`config.mk`:
```
export PLATFORM = sky130hd
export DESIGN_NAME = snitch_icache_axi_refill
export DESIGN_NICKNAME = d
export VERILOG_FILES = /design/src/rtl/snitch_icache_axi_refill.sv
export SDC_FILE = /design/constraint.sdc
export NUM_CORES = 1
export LEC_CHECK = 0
export ABC_AREA = 1
export BUFFER_PORTS_ARGS = -buffer_cell sky130_fd_sc_hd__buf_2
export CORE_AREA = 3 3 250 252
export DETAILED_ROUTE_END_ITERATION = 7
export DIE_AREA = 0 0 253 255
export GPL_ROUTABILITY_DRIVEN = 1
export HOLD_SLACK_MARGIN = 0.12
export SYNTH_ARGS = -nofsm -noshare
export SYNTH_HDL_FRONTEND = slang
export SYNTH_SLANG_ARGS = --single-unit
```
`constraint.sdc`:
```
create_clock -name clk_i -period 2.7 [get_ports clk_i]
set_clock_uncertainty 0.05 [all_clocks]
set_input_delay 0.27 -clock clk_i [delete_from_list [all_inputs] [get_ports clk_i]]
set_output_delay 0.27 -clock clk_i [all_outputs]
set_load 0.01 [all_outputs]
```
`src/rtl/snitch_icache_axi_refill.sv`:
```
// Instruction-cache refill initiator: each refill request becomes one AXI4 INCR read
// burst; returned beats are assembled into a full line and handed back in order.
package snitch_icache_axi_refill_pkg;

   localparam int unsigned AxiAddrW = 48;
   localparam int unsigned AxiDataW = 64;
   localparam int unsigned AxiIdW   = 4;
   localparam int unsigned AxiUserW = 1;
   localparam int unsigned AxiStrbW = AxiDataW / 8;

   typedef struct packed {
      logic [AxiIdW-1:0]   id;
      logic [AxiAddrW-1:0] addr;
      logic [7:0]          len;
      logic [2:0]          size;
      logic [1:0]          burst;
      logic                lock;
      logic [3:0]          cache;
      logic [2:0]          prot;
      logic [3:0]          qos;
      logic [3:0]          region;
      logic [AxiUserW-1:0] user;
   } refill_axi_ax_t;

   typedef struct packed {
      logic [AxiDataW-1:0] data;
      logic [AxiStrbW-1:0] strb;
      logic                last;
      logic [AxiUserW-1:0] user;
   } refill_axi_w_t;

   typedef struct packed {
      logic [AxiIdW-1:0]   id;
      logic [1:0]          resp;
      logic [AxiUserW-1:0] user;
   } refill_axi_b_t;

   typedef struct packed {
      logic [AxiIdW-1:0]   id;
      logic [AxiDataW-1:0] data;
      logic [1:0]          resp;
      logic                last;
      logic [AxiUserW-1:0] user;
   } refill_axi_r_t;

   typedef struct packed {
      refill_axi_ax_t aw;
      logic           aw_valid;
      refill_axi_w_t  w;
      logic           w_valid;
      logic           b_ready;
      refill_axi_ax_t ar;
      logic           ar_valid;
      logic           r_ready;
   } refill_axi_req_t;

   typedef struct packed {
      logic          aw_ready;
      logic          ar_ready;
      logic          w_ready;
      logic          b_valid;
      refill_axi_b_t b;
      logic          r_valid;
      refill_axi_r_t r;
   } refill_axi_rsp_t;

endpackage

module snitch_icache_axi_refill #(
   parameter int unsigned LineWidth    = 256,
   parameter int unsigned AddrWidth    = 48,
   parameter int unsigned AxiDataWidth = 64,
   parameter int unsigned IdWidth      = 8,
   parameter int unsigned AxiId        = 0,
   parameter int unsigned MaxTrans     = 4,
   parameter type         axi_req_t    = snitch_icache_axi_refill_pkg::refill_axi_req_t,
   parameter type         axi_rsp_t    = snitch_icache_axi_refill_pkg::refill_axi_rsp_t
) (
   input  logic                 clk_i,
   input  logic                 rst_ni,
   input  logic [AddrWidth-1:0] req_addr_i,
   input  logic [IdWidth-1:0]   req_id_i,
   input  logic                 req_valid_i,
   output logic                 req_ready_o,
   output logic [LineWidth-1:0] rsp_data_o,
   output logic                 rsp_error_o,
   output logic [IdWidth-1:0]   rsp_id_o,
   output logic                 rsp_valid_o,
   input  logic                 rsp_ready_i,
   output axi_req_t             axi_req_o,
   input  axi_rsp_t             axi_rsp_i,
   output logic                 busy_o
);

   localparam int unsigned Beats   = LineWidth / AxiDataWidth;
   localparam int unsigned CntW    = (Beats > 1) ? $clog2(Beats) : 1;
   localparam int unsigned OffW    = $clog2(LineWidth / 8);
   localparam int unsigned SizeVal = $clog2(AxiDataWidth / 8);
   localparam int unsigned PtrW    = (MaxTrans > 1) ? $clog2(MaxTrans) : 1;
   localparam int unsigned FillW   = $clog2(MaxTrans + 1);
   localparam int unsigned ArIdW   = snitch_icache_axi_refill_pkg::AxiIdW;
   localparam logic [CntW-1:0] LastCnt = CntW'(Beats - 1);

   typedef enum logic {
      Collect,
      Full
   } state_e;

   state_e state_q, state_d;

   logic [IdWidth-1:0]   id_mem_q [MaxTrans];
   logic [PtrW-1:0]      wptr_q, rptr_q;
   logic [FillW-1:0]     fill_q;
   logic                 fifo_full, fifo_empty, push, pop;

   logic [CntW-1:0]      cnt_q, cnt_d;
   logic                 err_q, err_d;
   logic [LineWidth-1:0] line_q, line_d;
   logic                 r_ready_c, r_hs;
   logic                 unused_rsp;

   assign fifo_full   = (fill_q == FillW'(MaxTrans));
   assign fifo_empty  = (fill_q == '0);
   assign push        = req_valid_i & axi_rsp_i.ar_ready & ~fifo_full;
   assign pop         = (state_q == Full) & rsp_ready_i;
   assign r_hs        = axi_rsp_i.r_valid & r_ready_c;
   assign req_ready_o = axi_rsp_i.ar_ready & ~fifo_full;

   // Read-only master: write channels idle, AR forwarded with zero latency.
   always_comb begin
      axi_req_o          = '0;
      axi_req_o.b_ready  = 1'b1;
      axi_req_o.ar_valid = req_valid_i & ~fifo_full;
      axi_req_o.ar.id    = ArIdW'(AxiId);
      axi_req_o.ar.addr  = {req_addr_i[AddrWidth-1:OffW], OffW'(0)};
      axi_req_o.ar.len   = 8'(Beats - 1);
      axi_req_o.ar.size  = 3'(SizeVal);
      axi_req_o.ar.burst = 2'b01;
      axi_req_o.ar.cache = 4'b0010;
      axi_req_o.r_ready  = r_ready_c;
   end

   function automatic logic [PtrW-1:0] ptr_inc(input logic [PtrW-1:0] p);
      return (p == PtrW'(MaxTrans - 1)) ? '0 : p + PtrW'(1);
   endfunction

   // Requester IDs in issue order; a single AXI ID keeps bursts in order.
   always_ff @(posedge clk_i or negedge rst_ni) begin
      if (!rst_ni) begin
         id_mem_q <= '{default: '0};
         wptr_q   <= '0;
         rptr_q   <= '0;
         fill_q   <= '0;
      end else begin
         if (push) begin
            id_mem_q[wptr_q] <= req_id_i;
            wptr_q           <= ptr_inc(wptr_q);
         end
         if (pop) begin
            rptr_q <= ptr_inc(rptr_q);
         end
         if (push && !pop) begin
            fill_q <= fill_q + FillW'(1);
         end else if (!push && pop) begin
            fill_q <= fill_q - FillW'(1);
         end
      end
   end

   always_ff @(posedge clk_i or negedge rst_ni) begin
      if (!rst_ni) begin
         state_q <= Collect;
      end else begin
         state_q <= state_d;
      end
   end

   always_comb begin
      state_d = state_q;
      case (state_q)
         Collect: if (r_hs && axi_rsp_i.r.last) state_d = Full;
         Full:    if (rsp_ready_i) state_d = Collect;
         default: state_d = Collect;
      endcase
   end

   always_comb begin
      r_ready_c   = 1'b0;
      rsp_valid_o = 1'b0;
      case (state_q)
         Collect: r_ready_c   = ~fifo_empty;
         Full:    rsp_valid_o = 1'b1;
         default: ;
      endcase
   end

   // Beat assembly; a missing last at the final beat flags an error and wraps.
   always_comb begin
      cnt_d  = cnt_q;
      err_d  = err_q;
      line_d = line_q;
      if (pop) begin
         cnt_d = '0;
         err_d = 1'b0;
      end else if (r_hs) begin
         for (int unsigned b = 0; b < Beats; b++) begin
            if (cnt_q == CntW'(b)) begin
               line_d[b*AxiDataWidth +: AxiDataWidth] = axi_rsp_i.r.data;
            end
         end
         err_d = err_q | axi_rsp_i.r.resp[1];
         if (axi_rsp_i.r.last) begin
            if (cnt_q != LastCnt) err_d = 1'b1;
         end else if (cnt_q == LastCnt) begin
            err_d = 1'b1;
            cnt_d = '0;
         end else begin
            cnt_d = cnt_q + CntW'(1);
         end
      end
   end

   always_ff @(posedge clk_i or negedge rst_ni) begin
      if (!rst_ni) begin
         cnt_q  <= '0;
         err_q  <= 1'b0;
         line_q <= '0;
      end else begin
         cnt_q  <= cnt_d;
         err_q  <= err_d;
         line_q <= line_d;
      end
   end

   assign rsp_data_o  = line_q;
   assign rsp_error_o = err_q;
   assign rsp_id_o    = id_mem_q[rptr_q];
   assign busy_o      = ~fifo_empty;

   assign unused_rsp = ^{req_addr_i[OffW-1:0], axi_rsp_i.aw_ready, axi_rsp_i.w_ready,
                         axi_rsp_i.b_valid, axi_rsp_i.b, axi_rsp_i.r.id,
                         axi_rsp_i.r.resp[0], axi_rsp_i.r.user};

endmodule

```
== After elaboration in Yosys (flattened, before gate mapping) ==
Index checks and enable logic that the tools add are counted.
Storage, ports and cells
  register bits: 299
  bits in latches: 0
  bits in writable memories: 0
  ROM bits: 0
  input bits: 144
  logic and storage cells: 82
  memories kept: 0
Operators by class
  $add $sub $neg: 5
  $mul: 0
  div/mod/pow operators: 0
  magnitude comparators: 3
  equal/unequal tests: 8
  shift-type cells: 0
  muxes and demuxes: 24
  bitwise gates (word level): 13
  reductions and logical operators: 15
Operators by type and width (count)
  $bwmux 32: 1
  $mux 8: 3
  $bmux 8 s2: 1
  $demux 8 s2: 1
  $mux 2: 6
  $reduce_and 3->1: 4
  $mux 1: 9
  $eq 2x2->1 const B: 4
  $add 2x1->2 const B: 3
  $and 1x1->1: 6
  $ge 3x3->1 const B: 2
  $mux 3: 2
  $not 2->3: 2
  $logic_and 1x1->1: 4
  $not 1->1: 4
  $reduce_bool 2->1: 2
  $add 3x1->3 const B: 1
  $eq 3x3->1 const B: 1
  $logic_not 3->1: 1
  $lt 3x1->1 const B: 1
  $sub 3x1->3 const B: 1
  $eq 2x1->1 const B: 1
  $logic_not 1->1: 2
  $logic_not 2->1: 1
  5 further kinds: 5

== Depth between registers and ports, before layout ==
Gate-level depths: netlist of run 1.
  depth after elaboration: 7
  depth in mapped cells: 10
  gate-level depth less buffers: 10

== Worst setup path before layout of run 1 ==
OpenSTA, ideal clock, no wires.
  kind: register to register
  from: register fill_q[0]
  to: register fill_q[1]
  arrival: 1.912 ns
  required time: 2.525 ns
  setup slack: 0.613 ns
  stages on the path, launching flop included: 9
  path buffers: 0
  period minus slack after synthesis: 2.087 ns
  path through: dfrtp_1 nor2_2 nand2_1 nand2_2 inv_1 ha_1 inv_1 fa_1 mux2_2
On the way
  longest elaborated chain between the ends: 6
RTL lines
  start: declaration: RTL line 113  | logic [FillW-1:0] fill_q;
  start signal: assignment: RTL line 163  | fill_q <= fill_q + FillW'(1);
  start signal: assignment: RTL line 165  | fill_q <= fill_q - FillW'(1);
  $eq 3x3->1 (*): RTL line 122  | assign fifo_full = (fill_q == FillW'(MaxTrans));
  $not 1->1 (*): RTL line 124  | assign push = req_valid_i & axi_rsp_i.ar_ready & ~fifo_full;
  $and 1x1->1 (*): RTL line 124
  net push: RTL line 114  | logic fifo_full, fifo_empty, push, pop;
  $logic_not 1->1: RTL line 164  | end else if (!push && pop) begin
  $logic_and 1x1->1: RTL line 164
  $reduce_bool 2->1 (no line)
Mark *: on every way through the listed nets, which the timed path passes. The rest lies on a longest branch. The select of a mux whose other input is x is not followed.
A chain may end at the register's enable or synchronous reset.

== Final worst setup path of run 1 ==
  from: register rptr_q[0]
  to: output port rsp_id_o[3]
On the way
  longest elaborated chain between the ends: 4
RTL lines
  start: declaration: RTL line 112  | logic [PtrW-1:0] wptr_q, rptr_q;
  start signal: assignment: RTL line 160  | rptr_q <= ptr_inc(rptr_q);
  $not 2->3 (implied by the code): RTL line 237  | assign rsp_id_o = id_mem_q[rptr_q];
  $bmux 8 s2: RTL line 237
  $mux 8 (implied by the code) (2 in a row): RTL line 237
  end: declaration: RTL line 87  | output logic [IdWidth-1:0] rsp_id_o,
No other way between the ends. The select of a mux whose other input is x is not followed.

==> results.cfg, run 1 <==
[synth]
synthTopCellsByArea = dfrtp_1 54%, nand2_1 23%, buf_4 13%
dominantRegCellSynth = dfrtp_1
synth_common_cells = 840 x nand2_1, 299 x dfrtp_1, 243 x buf_4, 51 x o21ai_0, 48 x buf_6
syn_area_per_cell_um2 = 8.78
synth_seq_area_share_pct = 53.6
async_flop_share_pct = 100
synth_top_area_share_pct = 53.6
synth_cell_type_count = 26
syn_inst = 1592
syn_area_um2 = 14000
yosysWarningCount = 0
yosysMostFrequentCell = nand2_1
synth-edff-count = 0
synth_seq_cells = 299
synth_top_area_cell = dfrtp_1

[die]
ios = 655
die_w_um = 253
initial_utilization_pct = 23.1
core-area_um2 = 60400
dieArea_um2 = 64500
die_y_um = 255
row_count = 90

[setup_path]
slowest_stage = inv_1
max_stage_delay_ns = 0.41
crit_path_max_fanout = 17
path_cells = inv_1 -> o21ai_0 -> o22ai_1 -> buf_2
path_class = reg2out
crit_path_end_kind = primary output
arrival_ns = 1.86
crit_path_start_kind = register
required_ns = 2.38

[final_layout]
nFillCells = 6498
multi_input_area_um2 = 4770
drive_gt1_share_pct = 22.3
seq_area_um2 = 7480
final_nets = 2137
syn_to_final_growth_pct = 23.5
fin_util_pct = 28.6
antenna_cells = 0

[sta]
fin_crit_ns = 2.18
slew_violations = 0
rsz0062_at_grt = no
finalSetupTns_ns = 0
timing.final.setup_violations = 0
fmax_mhz = 458
fin_crit_sh_pct = 80.8
slew_headroom_pct = 38.2
hold_viol = 0
worst_slew_pin_slew_ns = 0.926

[global_routing]
grt_antenna_before_repair = 1
grt_remaining_overflow = 0
track_usage_pct = 12.7
grt_pass1_wl_um = 63200
grt_max_degree = 66
grt_pass1_vias = 10200

[route]
avgRoutedWirePerCell_um = 15.6
ant_nets = 0
vias_per_cell = 3.88
drtPass1Iterations = 5
route.detailed.drc = 0
vias = 10800
drt_iter0_markers = 693
wl_um = 43400

[power]
p_per_area_nw_per_um2 = 1150
p_clk_share_pct = 24.0
power.leakage_uw = 0.00979
switching_power_uw = 7750
p_int_uw = 12100
p_seq_share_pct = 38.7
p_sw_share_pct = 39.0
p_comb_share_pct = 37.2
irDropWorstVdd_uv = 601

[clocking]
clockBufferDepth = 3
cts_tree = yes
cts_max_level = 2
root_buffer = clkbuf_16
cts_setup_buffers = 0
numCtsBuffers = 35
cts_num_sinks = 299
worstSkewPairLatency_ns = 0.53
path_clk_slew_ns = 0.06

[min_path]
hp-class = in2reg

[placed_design]
dp_hpwl_um = 29000
port_buffers = 349
gp_congestion = 0.759

[job]
maxCapViolCount = 0

[outcome]
status = complete, no violations
[final timing paths]
check	slack, ns	endpoint	cells after the start	start
min in group asynchronous	0.25	rsp_data_o[17]	2	rst_ni
hold / removal	0.18	wptr_q[1]	6	axi_rsp_i[82]
setup reg to reg	0.56	fill_q[1]	8	fill_q[0]
setup / recovery	0.52	rsp_id_o[3]	4	rptr_q[0]
hold reg to reg	0.41	rsp_data_o[163]	2	rsp_data_o[163]
max in group asynchronous	1.56	rsp_data_o[170]	3	rst_ni
[layout make-up]
class	count	area share [%]
timing repair buffer	455	16.2
tap	782	5.67
clock buffer	49	5.84
clock inverter	9	0.747
multi-input combinational	1167	27.7
inverter	24	0.522
sequential	299	43.4
[state kept, by name (all words and copies together), names as in the netlist]
name	cells
rptr_q	2
cnt_q	2
fill_q	3
wptr_q	2
state_q	1
rsp_error_o	1
rsp_data_o	256
id_mem_q	32
[power groups by stage]
| stage | sequential [uW] | clock, uW | combinational, uW |
|---|---|---|---|
| floorplan | 8540 | 0 | 3580 |
| global placement | 7730 | 0 | 7370 |
| detailed placement | 7750 | 0 | 7480 |
| CTS | 7720 | 4950 | 7580 |
| global route | 7960 | 5110 | 8350 |
| finish | 7710 | 4780 | 7410 |
[per-stage QoR]
step | cell area [um^2] | hold slack [ns] | instances | setup WS (ns) | power, uW
finish | 17300 | 0.184 | 2785 | 0.518 | 19900
global route | 17300 | 0.244 | 2785 | 0.325 | 21400
floorplan | 14700 | -0.0756 | 1788 | 0.613 | 12100
detailed placement | 15300 | 0.238 | 2649 | 0.500 | 15200
CTS | 17300 | 0.155 | 2785 | 0.459 | 20200
global placement | 15300 | 0.242 | 2649 | 0.547 | 15100
[timing repair]
item	CTS	global route
hold buffers	78	0
endpoints found under the hold margin	378	0
gates resized for setup	0	0
[critical path: cells and delay by family, from the launching register on]
kind / cells / cell delay [ns]
buf+inv: 2 / 0.59
compound gates: 2 / 0.36
flops: 1 / 0.38
[cell usage in the layout, fill, tap and decap left out, types with 2 or more instances in the layout]
| cell type | count |
|---|---|
| nand2_1 | 840 |
| clkbuf_1 | 6 |
| clkbuf_8 | 8 |
| buf_4 | 24 |
| inv_1 | 23 |
| clkinvlp_4 | 2 |
| ha_1 | 10 |
| nand3_4 | 5 |
| buf_12 | 4 |
| bufinv_16 | 3 |
| clkinv_2 | 3 |
| clkbuf_16 | 35 |
| nand2_2 | 4 |
| buf_2 | 348 |
| nand4_1 | 2 |
| nor2_8 | 4 |
| o21ai_0 | 51 |
| nor2_1 | 26 |
| o22ai_1 | 9 |
| dfrtp_1 | 299 |
| conb_1 | 198 |
| nand3_1 | 8 |
| dlygate4sd3_1 | 78 |
| a21oi_1 | 3 |
[logic make-up (layout without fill, tap and decap cells)]
group                    Yosys count  after routing  share of synthesized area, %
AO/OA/AOI/OAI                     64             64                          2.45
AND/OR/NAND/NOR                  891            891                          24.9
multiplexers                       1              1                        0.0806
flip-flops                       299            299                          53.6
XOR/XNOR                           2              2                         0.125
adder cells (fa/ha/maj)           11             11                          1.04
buffers and inverters            322            537                          17.8
other                              2            198                        0.0538
[layer usage]
metal  vias to the layer above  wire length (um)  global-route usage (%)
li1                       5201                 -                       -
met1                      5103             18200                    16.3
met2                       432             20600                    20.6
met3                        72              3480                    3.88
met4                         0              1150                    3.86
met5                         -                 0                       0
Power figures use the tool's default switching activity.
==> run 2, diff against run 1 <==
==> constraint.sdc (replaced) <==
create_clock -name clk_i -period 2.2 [get_ports clk_i]
set_clock_uncertainty 0.05 [all_clocks]
set_input_delay 0.22 -clock clk_i [delete_from_list [all_inputs] [get_ports clk_i]]
set_output_delay 0.22 -clock clk_i [all_outputs]
set_load 0.01 [all_outputs]
==> run 2 against run 1 <==
Against the previous run: sequential share of layout area down 0.79 points; clock power up 23%; highest routed layer unchanged; largest cell class unchanged; cell area up 1.9%; setup slack worse by 0.36 ns; non-clock buffer count up 19; critical path type is now reg2reg; critical path depth up 4; sequential power up 23%; count of clock-buffer cells in the layout up 3; routed wire length up 0.28%; die area unchanged; hold slack better by 0.054 ns; utilization up 0.53 points; critical endpoint is now fill_q[1].
==> results.cfg, run 2 (same netlist as run 1, synthesis figures left out) <==
[final_layout]
nFillCells = 6438
antenna_cells = 0
final_nets = 2157
largest_reg_flops = 256
drive_gt1_share_pct = 23.1
mostFrequentLayoutCell = nand2_1
layout_common_cells = 840 x nand2_1, 348 x buf_2, 298 x dfrtp_1
fin_util_pct = 29.1
syn_to_final_growth_pct = 25.8

[sta]
fmax_mhz = 489
fin_crit_sh_pct = 92.9
fin_crit_ns = 2.04
slew_headroom_pct = 56.9
slew_violations = 0
finalSetupTns_ns = 0
worst_slew_pin_slew_ns = 0.647
hold_viol = 0
timing.final.setup_violations = 0
rsz0062_at_grt = no

[global_routing]
grt_antenna_before_repair = 0
track_usage_pct = 12.9
grt_remaining_overflow = 0
grt_pass1_vias = 10400
grt_pass1_wl_um = 64100
grt_max_degree = 66

[power]
p_comb_share_pct = 37.9
power.leakage_uw = 0.00994
p_int_uw = 15100
p_clk_share_pct = 23.8
p_seq_share_pct = 38.3
switching_power_uw = 9620
irDropWorstVdd_uv = 639
p_per_area_nw_per_um2 = 1410
p_sw_share_pct = 38.9

[clocking]
path_clk_slew_ns = 0.05
numCtsBuffers = 36
root_buffer = clkbuf_16
cts_num_sinks = 299
worstSkewPairLatency_ns = 0.53
cts_max_level = 2
cts_tree = yes
clockBufferDepth = 3

[setup_path]
required_ns = 2.56
path_class = reg2reg
crit_path_start_kind = register
crit_path_max_fanout = 5
reg2reg_from = fill_q[0]
crit_path_end_kind = register
max_stage_delay_ns = 0.44
path_cells = nor2_4 -> nand2_1 -> nand2_2 -> inv_1 -> ha_1 -> inv_1 -> fa_1 -> mux2_2
startpoint = fill_q[0]
arrival_ns = 2.40
slowest_stage = dfrtp_2
critPathMostFrequentCell = inv_1

[min_path]
hp-class = in2async

[route]
drt_iter0_markers = 585
ant_nets = 0
wl_um = 43500
route.detailed.drc = 0
vias_per_cell = 3.90
avgRoutedWirePerCell_um = 15.5
drtPass1Iterations = 5
vias = 11000

[die]
ios = 655
die_w_um = 253
core-area_um2 = 60400
die_y_um = 255
initial_utilization_pct = 23.1
dieArea_um2 = 64500
row_count = 90

[outcome]
status = complete, no violations

[placed_design]
port_buffers = 349
gp_congestion = 0.767
dp_hpwl_um = 29800

[job]
maxCapViolCount = 0
==> run 2: changes by cell type in the layout (fill, tap and decap cells not counted), moves of 2 or more <==
cell           before  now
buf_12              4   16
buf_4              24   29
clkbuf_1            6    9
clkbuf_16          35   37
clkbuf_8            8    6
clkinv_2            3    5
dlygate4sd3_1      78   80
inv_1              23   21
==> run 2: worst max-delay path: cells and delay by family, from the launching register on <==
kind / cells / cell delay (ns)
mux: 1 / 0.27
simple gates: 3 / 0.38
flops: 1 / 0.44
fa+ha+maj: 2 / 0.61
buf+inv: 2 / 0.17
==> run 2: stage by stage <==
step	instance area (um^2)	cells	hold slack (ns)	power (uW)	setup WS, ns
floorplan	14700	1788	-0.126	14900	0.113
global placement	15600	2665	0.206	18700	0.0915
detailed placement	15600	2665	0.216	18900	0.0793
CTS	17600	2807	0.201	25100	0.00855
global route	17600	2808	0.225	26700	0.00959
finish	17600	2808	0.237	24700	0.156
==> run 2: power by group through the flow <==
stage          clock network (uW)  registers, uW  logic, uW
4_1_cts                      6110           9450       9510
2_1_floorplan                   0          10500       4400
3_5_place_dp                    0           9490       9370
6_report                     5880           9470       9370
5_1_grt                      6350           9790      10600
3_3_place_gp                    0           9470       9240
==> run 2: final timing paths <==
kind,to,slack [ns],depth (start not counted)
setup / recovery,fill_q[1],0.16,8
hold / removal,fill_q[1],0.24,2
setup reg to reg,fill_q[1],0.16,8
hold reg to reg,rsp_data_o[8],0.41,2
max in group asynchronous,rsp_data_o[138],1.14,3
min in group clk_i,axi_req_o[57],0.39,0
==> run 2: metal layers <==
metal	wire [um]	global-route usage, %	vias to the layer above	share of wire [%]
li1	-	-	5254	-
met1	18500	16.5	5214	42
met2	20600	21.1	425	47
met3	3360	3.87	72	7.7
met4	1050	3.72	0	2.4
met5	0	0	-	0
==> run 2: repair_timing <==
| item | in CTS | in global routing |
|---|---|---|
| hold buffers | 80 | 0 |
| setup buffers | 0 | 1 |
| endpoints found under the setup margin | 0 | 10 |
| endpoints found under the hold margin | 552 | 0 |
| gates resized for setup | 0 | 4 |
==> run 2: layout make-up <==
type | count | area [um^2] | area share (%)
Tap cell | 782 | 978 | 5.57
Sequential cell | 299 | 7480 | 42.6
Timing Repair Buffer | 474 | 3100 | 17.6
Multi-Input combinational cell | 1167 | 4780 | 27.2
Clock inverter | 10 | 110 | 0.626
Clock buffer | 52 | 1040 | 5.93
Inverter | 24 | 93.8 | 0.534
==> run 3, diff against run 2 <==
--- a/config.mk
+++ b/config.mk
@@ -12,6 +12,7 @@
 export DIE_AREA = 0 0 253 255
 export GPL_ROUTABILITY_DRIVEN = 1
 export HOLD_SLACK_MARGIN = 0.12
+export PLACE_DENSITY = 0.47
 export SYNTH_ARGS = -nofsm -noshare
 export SYNTH_HDL_FRONTEND = slang
 export SYNTH_SLANG_ARGS = --single-unit
==> run 3 against run 2 <==
Against the previous run: first-iteration DRC count rose by 4.6%; clock power rose by 13%; register-to-register slack got worse by 0.02 ns; sequential power barely moved; power rose by 2.9%; maximum frequency fell by 1.8%; die area did not move; critical path type is now reg2out; critical endpoint is now rsp_id_o[0]; largest power group unchanged.
==> results.cfg, run 3 (same netlist as run 1, synthesis figures left out) <==
[global_routing]
grt_antenna_before_repair = 0
grt_pass1_wl_um = 65000
grt_pass1_vias = 10600
grt_max_degree = 91
track_usage_pct = 13.1
grt_remaining_overflow = 0

[sta]
fin_crit_ns = 2.08
rsz0062_at_grt = no
fmax_mhz = 480
finalSetupTns_ns = 0
slew_violations = 0
hold_viol = 0
timing.final.setup_violations = 0
fin_ws_ns = 0.118
worst_slew_pin_slew_ns = 0.557
fin_crit_sh_pct = 94.6
slew_headroom_pct = 62.8

[die]
initial_utilization_pct = 23.1
die_w_um = 253
dieArea_um2 = 64500
die_y_um = 255
core-area_um2 = 60400
row_count = 90
ios = 655

[route]
drtPass1Iterations = 5
wl_met1_um = 18100
ant_nets = 0
route.detailed.drc = 0
vias = 10900
met3WireLength_um = 3370
vias_per_cell = 3.89
avgRoutedWirePerCell_um = 16.0
maxUsedRoutingLayer = met4
wl_met2_um = 22300
wl_um = 44800
drt_iter0_markers = 612

[final_layout]
layout_common_cells = 840 x nand2_1, 348 x buf_2, 298 x dfrtp_1
fin_cells = 2804
antenna_cells = 0
final_nets = 2148
syn_to_final_growth_pct = 26.6
nFillCells = 6523
mostFrequentLayoutCell = nand2_1
drive_gt1_share_pct = 22.9
largest_reg_flops = 256

[setup_path]
max_stage_delay_ns = 0.52
r2r_cells = 8
path_class = reg2out
reg2reg_from = fill_q[0]
crit_path_end_kind = primary output
crit_path_max_fanout = 10
r2r_end = fill_q[1]
required_ns = 1.93
crit_path_start_kind = register
path_cells = inv_2 -> o21ai_0 -> o22ai_1 -> buf_2
arrival_ns = 1.81
slowest_stage = dfrtp_1
regToRegSetupSlack_ns = 0.14

[placed_design]
gp_congestion = 0.746
dpl_worst_slack_ns = 0.0400
place_inst = 2653
dp_hpwl_um = 30500
port_buffers = 349

[power]
power.leakage_uw = 0.00998
p_per_area_nw_per_um2 = 1440
irDropWorstVdd_uv = 716
power_uw = 25400

[clocking]
clockBufferDepth = 3
path_clk_slew_ns = 0.06
cts_num_sinks = 299
numCtsBuffers = 39
cts_tree = yes
worstSkewPairLatency_ns = 0.53
root_buffer = clkbuf_16
cts_setup_buffers = 0
cts_max_level = 2

[job]
maxCapViolCount = 0

[outcome]
status = complete, no violations

[min_path]
hp-class = in2async
-- run 3: cell count changes in the layout (fill, tap and decap cells not counted), sizes merged --
cell,change
bufinv,+1
buf,-12
clkbuf,+9
inv,-1
clkinvlp,-1
-- run 3: worst max-delay path, delay by kind of cell (launching register included) --
family / cells / cell delay, ns
flops: 1 / 0.52
buf+inv: 2 / 0.41
compound gates: 2 / 0.36
-- run 3: cell type report --
| type | count | area [um^2] | share of cell area [%] |
|---|---|---|---|
| Clock buffer | 61 | 1220 | 6.91 |
| Tap cell | 782 | 978 | 5.53 |
| Multi-Input combinational cell | 1167 | 4780 | 27.0 |
| Timing Repair Buffer | 462 | 3010 | 17.0 |
| Inverter | 24 | 90.1 | 0.509 |
| Clock inverter | 9 | 126 | 0.715 |
| Sequential cell | 299 | 7480 | 42.3 |
-- run 3: how the worst max path moves through the flow --
stage,from,to,slack [ns]
floorplan,fill_q[0],fill_q[1],0.11
global placement,fill_q[0],fill_q[1],0.11
detailed placement,fill_q[0],fill_q[1],0.04
CTS,fill_q[0],fill_q[1],0.02
global route,fill_q[1],fill_q[2],0.01
finish,rptr_q[1],rsp_id_o[0],0.12
-- run 3: metrics by stage --
stage	hold slack (ns)	utilization, %	instance area [um^2]
2_1_floorplan	-0.126	-	14700
3_3_place_gp	0.0900	25.7	15500
3_5_place_dp	0.0935	25.7	15500
4_1_cts	0.190	29.3	17700
5_1_grt	0.236	29.3	17700
6_report	0.232	29.3	17700
-- run 3: power breakdown --
group | switching (uW) | internal [uW] | total (uW)
logic | 5890 | 3430 | 9320
clock network | 2470 | 4150 | 6620
registers | 1410 | 8090 | 9500
total | 9760 | 15700 | 25400
-- run 3: timing repair --
item,in CTS,in global routing
gates resized for setup,1,2
hold buffers,81,0
endpoints found under the hold margin,596,0
gates cloned,0,0
setup endpoints to repair,1,2
-- run 3: metal layers --
metal | GRT usage (%) | up-vias
met5 | 0 | -
met4 | 3.81 | 0
met3 | 3.83 | 75
met2 | 22.5 | 409
met1 | 16.0 | 5200
li1 | - | 5228
